<file path="config.mk">
export PLATFORM = sky130hd
export DESIGN_NAME = mem_arbiter
export DESIGN_NICKNAME = d
export VERILOG_FILES = /design/src/rtl/mem_arbiter_pkg.sv /design/src/rtl/arb_beat_cnt.sv /design/src/rtl/mem_arbiter.sv
export SDC_FILE = /design/constraint.sdc
export NUM_CORES = 1
export LEC_CHECK = 0
export ABC_CLOCK_PERIOD_IN_PS = 3700
export CAP_MARGIN = 30
export CORE_ASPECT_RATIO = 1.25
export CORE_MARGIN = 3
export CORE_UTILIZATION = 32
export CTS_BUF_LIST = sky130_fd_sc_hd__clkbuf_16
export CTS_CLUSTER_SIZE = 16
export DETAILED_ROUTE_END_ITERATION = 12
export GPL_TIMING_DRIVEN = 1
export PLACE_DENSITY = 0.74
export REMOVE_ABC_BUFFERS = 1
export SKIP_LAST_GASP = 1
export SYNTH_ARGS = -nofsm -noshare
export SYNTH_HDL_FRONTEND = slang
export SYNTH_SLANG_ARGS = --single-unit
</file>
<file path="constraint.sdc">
create_clock -name clk -period 3.7 [get_ports clk]
set_input_delay 0.37 -clock clk [delete_from_list [all_inputs] [get_ports clk]]
set_output_delay 0.37 -clock clk [all_outputs]
set_load 0.1 [all_outputs]
</file>
<file path="src/rtl/mem_arbiter_pkg.sv">
// Shared definitions for the two-requester memory port arbiter.
package mem_arbiter_pkg;

  localparam int unsigned AwDefault = 6;
  localparam int unsigned DwDefault = 8;

  localparam logic [1:0] StIdle = 2'b00;
  localparam logic [1:0] StG0   = 2'b01;
  localparam logic [1:0] StG1   = 2'b10;

  function automatic logic is_grant(input logic [1:0] st);
    return (st == StG0) || (st == StG1);
  endfunction

endpackage

</file>
<file path="src/rtl/arb_beat_cnt.sv">
// 4-bit beat counter: async clear, sync clear, enable, saturates at limit_i.
module arb_beat_cnt (
  input  logic       clk,
  input  logic       clr,
  input  logic       sclr_i,
  input  logic       en_i,
  input  logic [3:0] limit_i,
  output logic [3:0] cnt_o
);

  logic [3:0] cnt_q, cnt_d;

  always_comb begin
    cnt_d = cnt_q;
    if (sclr_i) begin
      cnt_d = 4'd0;
    end else if (en_i && (cnt_q != limit_i)) begin
      cnt_d = cnt_q + 4'd1;
    end
  end

  always_ff @(posedge clk or posedge clr) begin
    if (clr) begin
      cnt_q <= 4'd0;
    end else begin
      cnt_q <= cnt_d;
    end
  end

  assign cnt_o = cnt_q;

endmodule

</file>
<file path="src/rtl/mem_arbiter.sv">
// Two-requester single-port memory arbiter with bounded bursts under contention.
module mem_arbiter
  import mem_arbiter_pkg::*;
#(
  parameter int unsigned AW        = AwDefault,
  parameter int unsigned DW        = DwDefault,
  parameter int unsigned BURST_MAX = 4
) (
  input  logic          clk,
  input  logic          clr,
  input  logic          req0,
  input  logic          req1,
  input  logic          we0,
  input  logic          we1,
  input  logic [AW-1:0] addr0,
  input  logic [AW-1:0] addr1,
  input  logic [DW-1:0] wdata0,
  input  logic [DW-1:0] wdata1,
  output logic          gnt0,
  output logic          gnt1,
  output logic [DW-1:0] rdata,
  output logic          mem_we,
  output logic [AW-1:0] mem_addr,
  output logic [DW-1:0] mem_wdata,
  input  logic [DW-1:0] mem_rdata
);

  localparam logic [3:0] BeatLimit = 4'(BURST_MAX - 1);

  logic [1:0] state_q, state_d;
  logic       last_gnt_q, last_gnt_d;
  logic [3:0] beat;
  logic       beat_last;
  logic       beat_sclr;

  assign beat_last = (beat == BeatLimit);

  always_comb begin
    state_d = state_q;
    case (state_q)
      StIdle: begin
        if (req0 && req1) begin
          // Tie goes to whoever did not own the port last.
          state_d = last_gnt_q ? StG0 : StG1;
        end else if (req0) begin
          state_d = StG0;
        end else if (req1) begin
          state_d = StG1;
        end
      end
      StG0: begin
        if (!req0) begin
          state_d = req1 ? StG1 : StIdle;
        end else if (req1 && beat_last) begin
          state_d = StG1;
        end
      end
      StG1: begin
        if (!req1) begin
          state_d = req0 ? StG0 : StIdle;
        end else if (req0 && beat_last) begin
          state_d = StG0;
        end
      end
      default: state_d = StIdle;
    endcase
  end

  always_comb begin
    last_gnt_d = last_gnt_q;
    if (state_d != state_q) begin
      if (state_d == StG0) begin
        last_gnt_d = 1'b0;
      end else if (state_d == StG1) begin
        last_gnt_d = 1'b1;
      end
    end
  end

  always_ff @(posedge clk or posedge clr) begin
    if (clr) begin
      state_q    <= StIdle;
      last_gnt_q <= 1'b1;
    end else begin
      state_q    <= state_d;
      last_gnt_q <= last_gnt_d;
    end
  end

  assign beat_sclr = (state_d != state_q) || (state_d == StIdle);

  arb_beat_cnt u_beat_cnt (
    .clk     (clk),
    .clr     (clr),
    .sclr_i  (beat_sclr),
    .en_i    (is_grant(state_q)),
    .limit_i (BeatLimit),
    .cnt_o   (beat)
  );

  assign gnt0  = (state_q == StG0);
  assign gnt1  = (state_q == StG1);
  assign rdata = mem_rdata;

  always_comb begin
    mem_we    = 1'b0;
    mem_addr  = '0;
    mem_wdata = '0;
    case (state_q)
      StG0: begin
        mem_we    = we0;
        mem_addr  = addr0;
        mem_wdata = wdata0;
      end
      StG1: begin
        mem_we    = we1;
        mem_addr  = addr1;
        mem_wdata = wdata1;
      end
      default: ;
    endcase
  end

endmodule
</file>
==> summary.txt <==
Place
  • I/O Buffers: 50
  • Dpl hpwl: a little under 2000 µm
  • GP Congestion: 0.7112

Power and ir drop
  • PwrDens: between 1000 and 1500 mW/mm²
  • Sw Ratio: between 60% and 70%
  • Combinational Power Share: between 70% and 80%
  • Overall power: between 1000 and 1500 µW
  • Clock power share: 12.7%
  • Leakage power: 0.0005776 µW
  • Internal: ~570 µW
  • P_sw: roughly 870 µW
  • Peak VDD IR: ~0.53 mV
  • Power share of the sequential group: 8.5%

Global route
  • Total GRT Usage: 13.96%
  • Number of global-route vias before repair: 804
  • Initial antenna violation count: 0
  • GR Overflow Total: 0
  • First-pass GRT wire length: roughly 3700 µm
  • Largest net degree at the start of global routing: 20

Worst setup path
  • Top delay family on crit path: adder cells
  • Worst path max stage delay: ~0.56 ns
  • Crit path capture type: flip-flop
  • Required time worst endpoint: slightly below 4 ns
  • Worst-path fanout max: 18
  • Worst path most repeated cell: ha_1
  • WP depth: 10
  • Worst reg2reg path depth: 10
  • Critical path data arrival time: between 2 and 3 ns
  • CP Cell Sequence: inv_2, ha_1, o21ai_0, a31oi_1, nor3_2, nor2_2, inv_4, ha_1, nand3b_2, a21oi_1
  • Worst path bufs/invs: 2
  • CP Launch Type: flip-flop
  • Critical path class: reg2reg
  • Max stage delay cell, worst path: ha_1

Yosys
  • Top cell type's share of synthesized area: between 15 and 20%
  • Yosys top cell by area: dfrtp_1
  • Yosys reg bits: 7
  • Main synth FF type: dfrtp_1
  • Seq/Total Area, Yosys: 20.26%
  • Yosys warning count: 0
  • Post-Syn Area: 870.8 µm²
  • Top cells by area, synth: dfrtp_1, a22oi_1, nor2b_1
  • Share of synthesized registers carrying an async set or reset: 100.0%
  • Syn Inst Count: 101
  • Distinct cells, synth: 34
  • Syn_area_per_cell: about 8.6 µm²
  • EDFF count, synth: 0

Route
  • Total number of vias: around 870
  • Antenna Nets Post-Route: 0
  • 1st-iter DRT viols: 16
  • Vias per cell: between 4 and 5
  • Pre-antenna DRT Iters: 3
  • Routed WL: 2502 µm
  • DR DRC count: 0
  • WL per Instance: ~14 µm

Floorplan
  • Initial Util: between 30% and 40%
  • Die Height: approximately 64 µm
  • Top-Level Pins: 67
  • # rows: 20
  • Die area: 0.003387 mm²
  • Die W: 52.66 µm
  • Core box area: 0.002502 mm²

Timing
  • RSZ-0062 raised after global routing: no
  • Clk_skew: about 0.0017 ns
  • TNS Setup: 0 ns
  • Final setup fails: 0
  • Final Cycle Share: approximately 67%
  • Slew HR: roughly 56%
  • Slew Limit Fails: 0
  • Tightest Pin Transition: around 0.66 ns
  • Highest achievable clock rate: between 0.4 and 0.5 GHz
  • Final hold viol count: 0
  • Fin crit period: approximately 2.5 ns

Clock network
  • CTS clk-pin slew, worst paths: 0.04 ns
  • Post-cts gate resize count: 0
  • CTS H-tree lvls: 1
  • Clk buf depth: 2
  • Cts hold-fix bufs: 0
  • Worst-skew pair later-pin latency: around 0.23 ns
  • CTS sink cnt: 7
  • Setup Fix Bufs, Post-CTS: 0
  • Clk root buf: clkbuf_16
  • CTS tree: done
  • CTS buffer count: 3

Cells and area
  • Area Overhead vs Synth: 56.61%
  • Commonest non-fill, non-tap cell in the layout: clkdlybuf4s50_1
  • # fillers: ~230
  • Most frequent cells in the layout: clkdlybuf4s50_1, buf_4, nor2b_1, a22oi_1, ha_1
  • Nets: 191
  • Ant. Diodes: 0
  • Layout cells sized above 1: between 20% and 30%

Outcome
  • Outcome: completed

Min path
  • Worst hold path class: in2async

Run
  • Max-cap violations: 0
-- flip-flops by register name, indices dropped and copies added, names as in the netlist --
| name | cells |
|---|---|
| u_beat_cnt.cnt_o | 4 |
| last_gnt_q | 1 |
| state_q | 2 |
-- per-stage QoR --
| stage | util [%] | hold slack [ns] | worst slack [ns] | cell area, µm² | instances |
|---|---|---|---|---|---|
| after CTS | 54.50 | 0.3814 | 1.209 | 1364 | 174 |
| final | 54.50 | 0.3712 | 1.226 | 1364 | 174 |
| after global placement | 51.35 | 0.4604 | 1.314 | 1285 | 170 |
| after detailed placement | 51.35 | 0.4650 | 1.218 | 1285 | 170 |
| after floorplan | - | 0.1727 | 0.1012 | 785.8 | 87 |
| after global routing | 54.50 | 0.4160 | 1.066 | 1364 | 174 |
-- cell usage after synthesis, types with 2 or more instances --
cell type  instances
nor2_1             5
mux2i_1            2
nand4_1            2
clkbuf_1           4
ha_1               7
xor2_1             2
xnor2_2            2
inv_1              4
buf_2              2
a22oi_1           15
nand2b_1           2
o21ai_0            3
nand2_1            3
dfrtp_1            6
nor2b_1           16
buf_4              8
-- final timing paths --
path                       slack (ns)                              end              startpoint
max                              1.23  u_beat_cnt.cnt_o[2]$_DFFE_PP0P_    state_q[0]$_DFF_PP0_
min                              0.37             state_q[0]$_DFF_PP0_                     clr
max reg2reg                      1.23  u_beat_cnt.cnt_o[2]$_DFFE_PP0P_    state_q[0]$_DFF_PP0_
min reg2reg                      0.47           last_gnt_q$_DFFE_PP1P_  last_gnt_q$_DFFE_PP1P_
max in group asynchronous        3.06           last_gnt_q$_DFFE_PP1P_                     clr
min in group clk                 0.47           last_gnt_q$_DFFE_PP1P_  last_gnt_q$_DFFE_PP1P_
-- per-layer routing --
metal	vias up	share of wire, %	track usage [%]
li1	428	-	-
met1	373	44	17.09
met2	65	38	21.12
met3	2	17	5.128
met4	0	1.3	6.709
met5	-	0	0
-- power by group through the flow --
stage               clock network (µW)  logic (µW)  registers [µW]
global placement                     0        1130             121
finish                             182        1140             122
CTS                                188        1150             122
floorplan                            0         921             116
global route                       192        1200             125
detailed placement                   0        1140             123
-- cell type report --
class                      count  area, µm²  area share [%]
multi-input combinational     74      584.3           42.84
timing repair buffer          50      457.9           33.58
sequential                     7      176.4           12.94
inverter                       6      25.02           1.835
clock buffer                   3      75.07           5.505
clock inverter                 1      3.754          0.2752
tap                           33      41.29           3.028
-- cells by family after synthesis --
logic type | count (synthesis) | synth area share [%]
AND/OR/NAND/NOR | 36 | 26.15
buffers and inverters | 20 | 12.64
AO/OA/AOI/OAI | 25 | 22.84
XOR/XNOR | 4 | 5.747
flip-flops | 7 | 20.26
multiplexers | 2 | 2.299
adder cells (fa/ha/maj) | 7 | 10.06
Note: power is estimated with default switching activity, not from simulation.
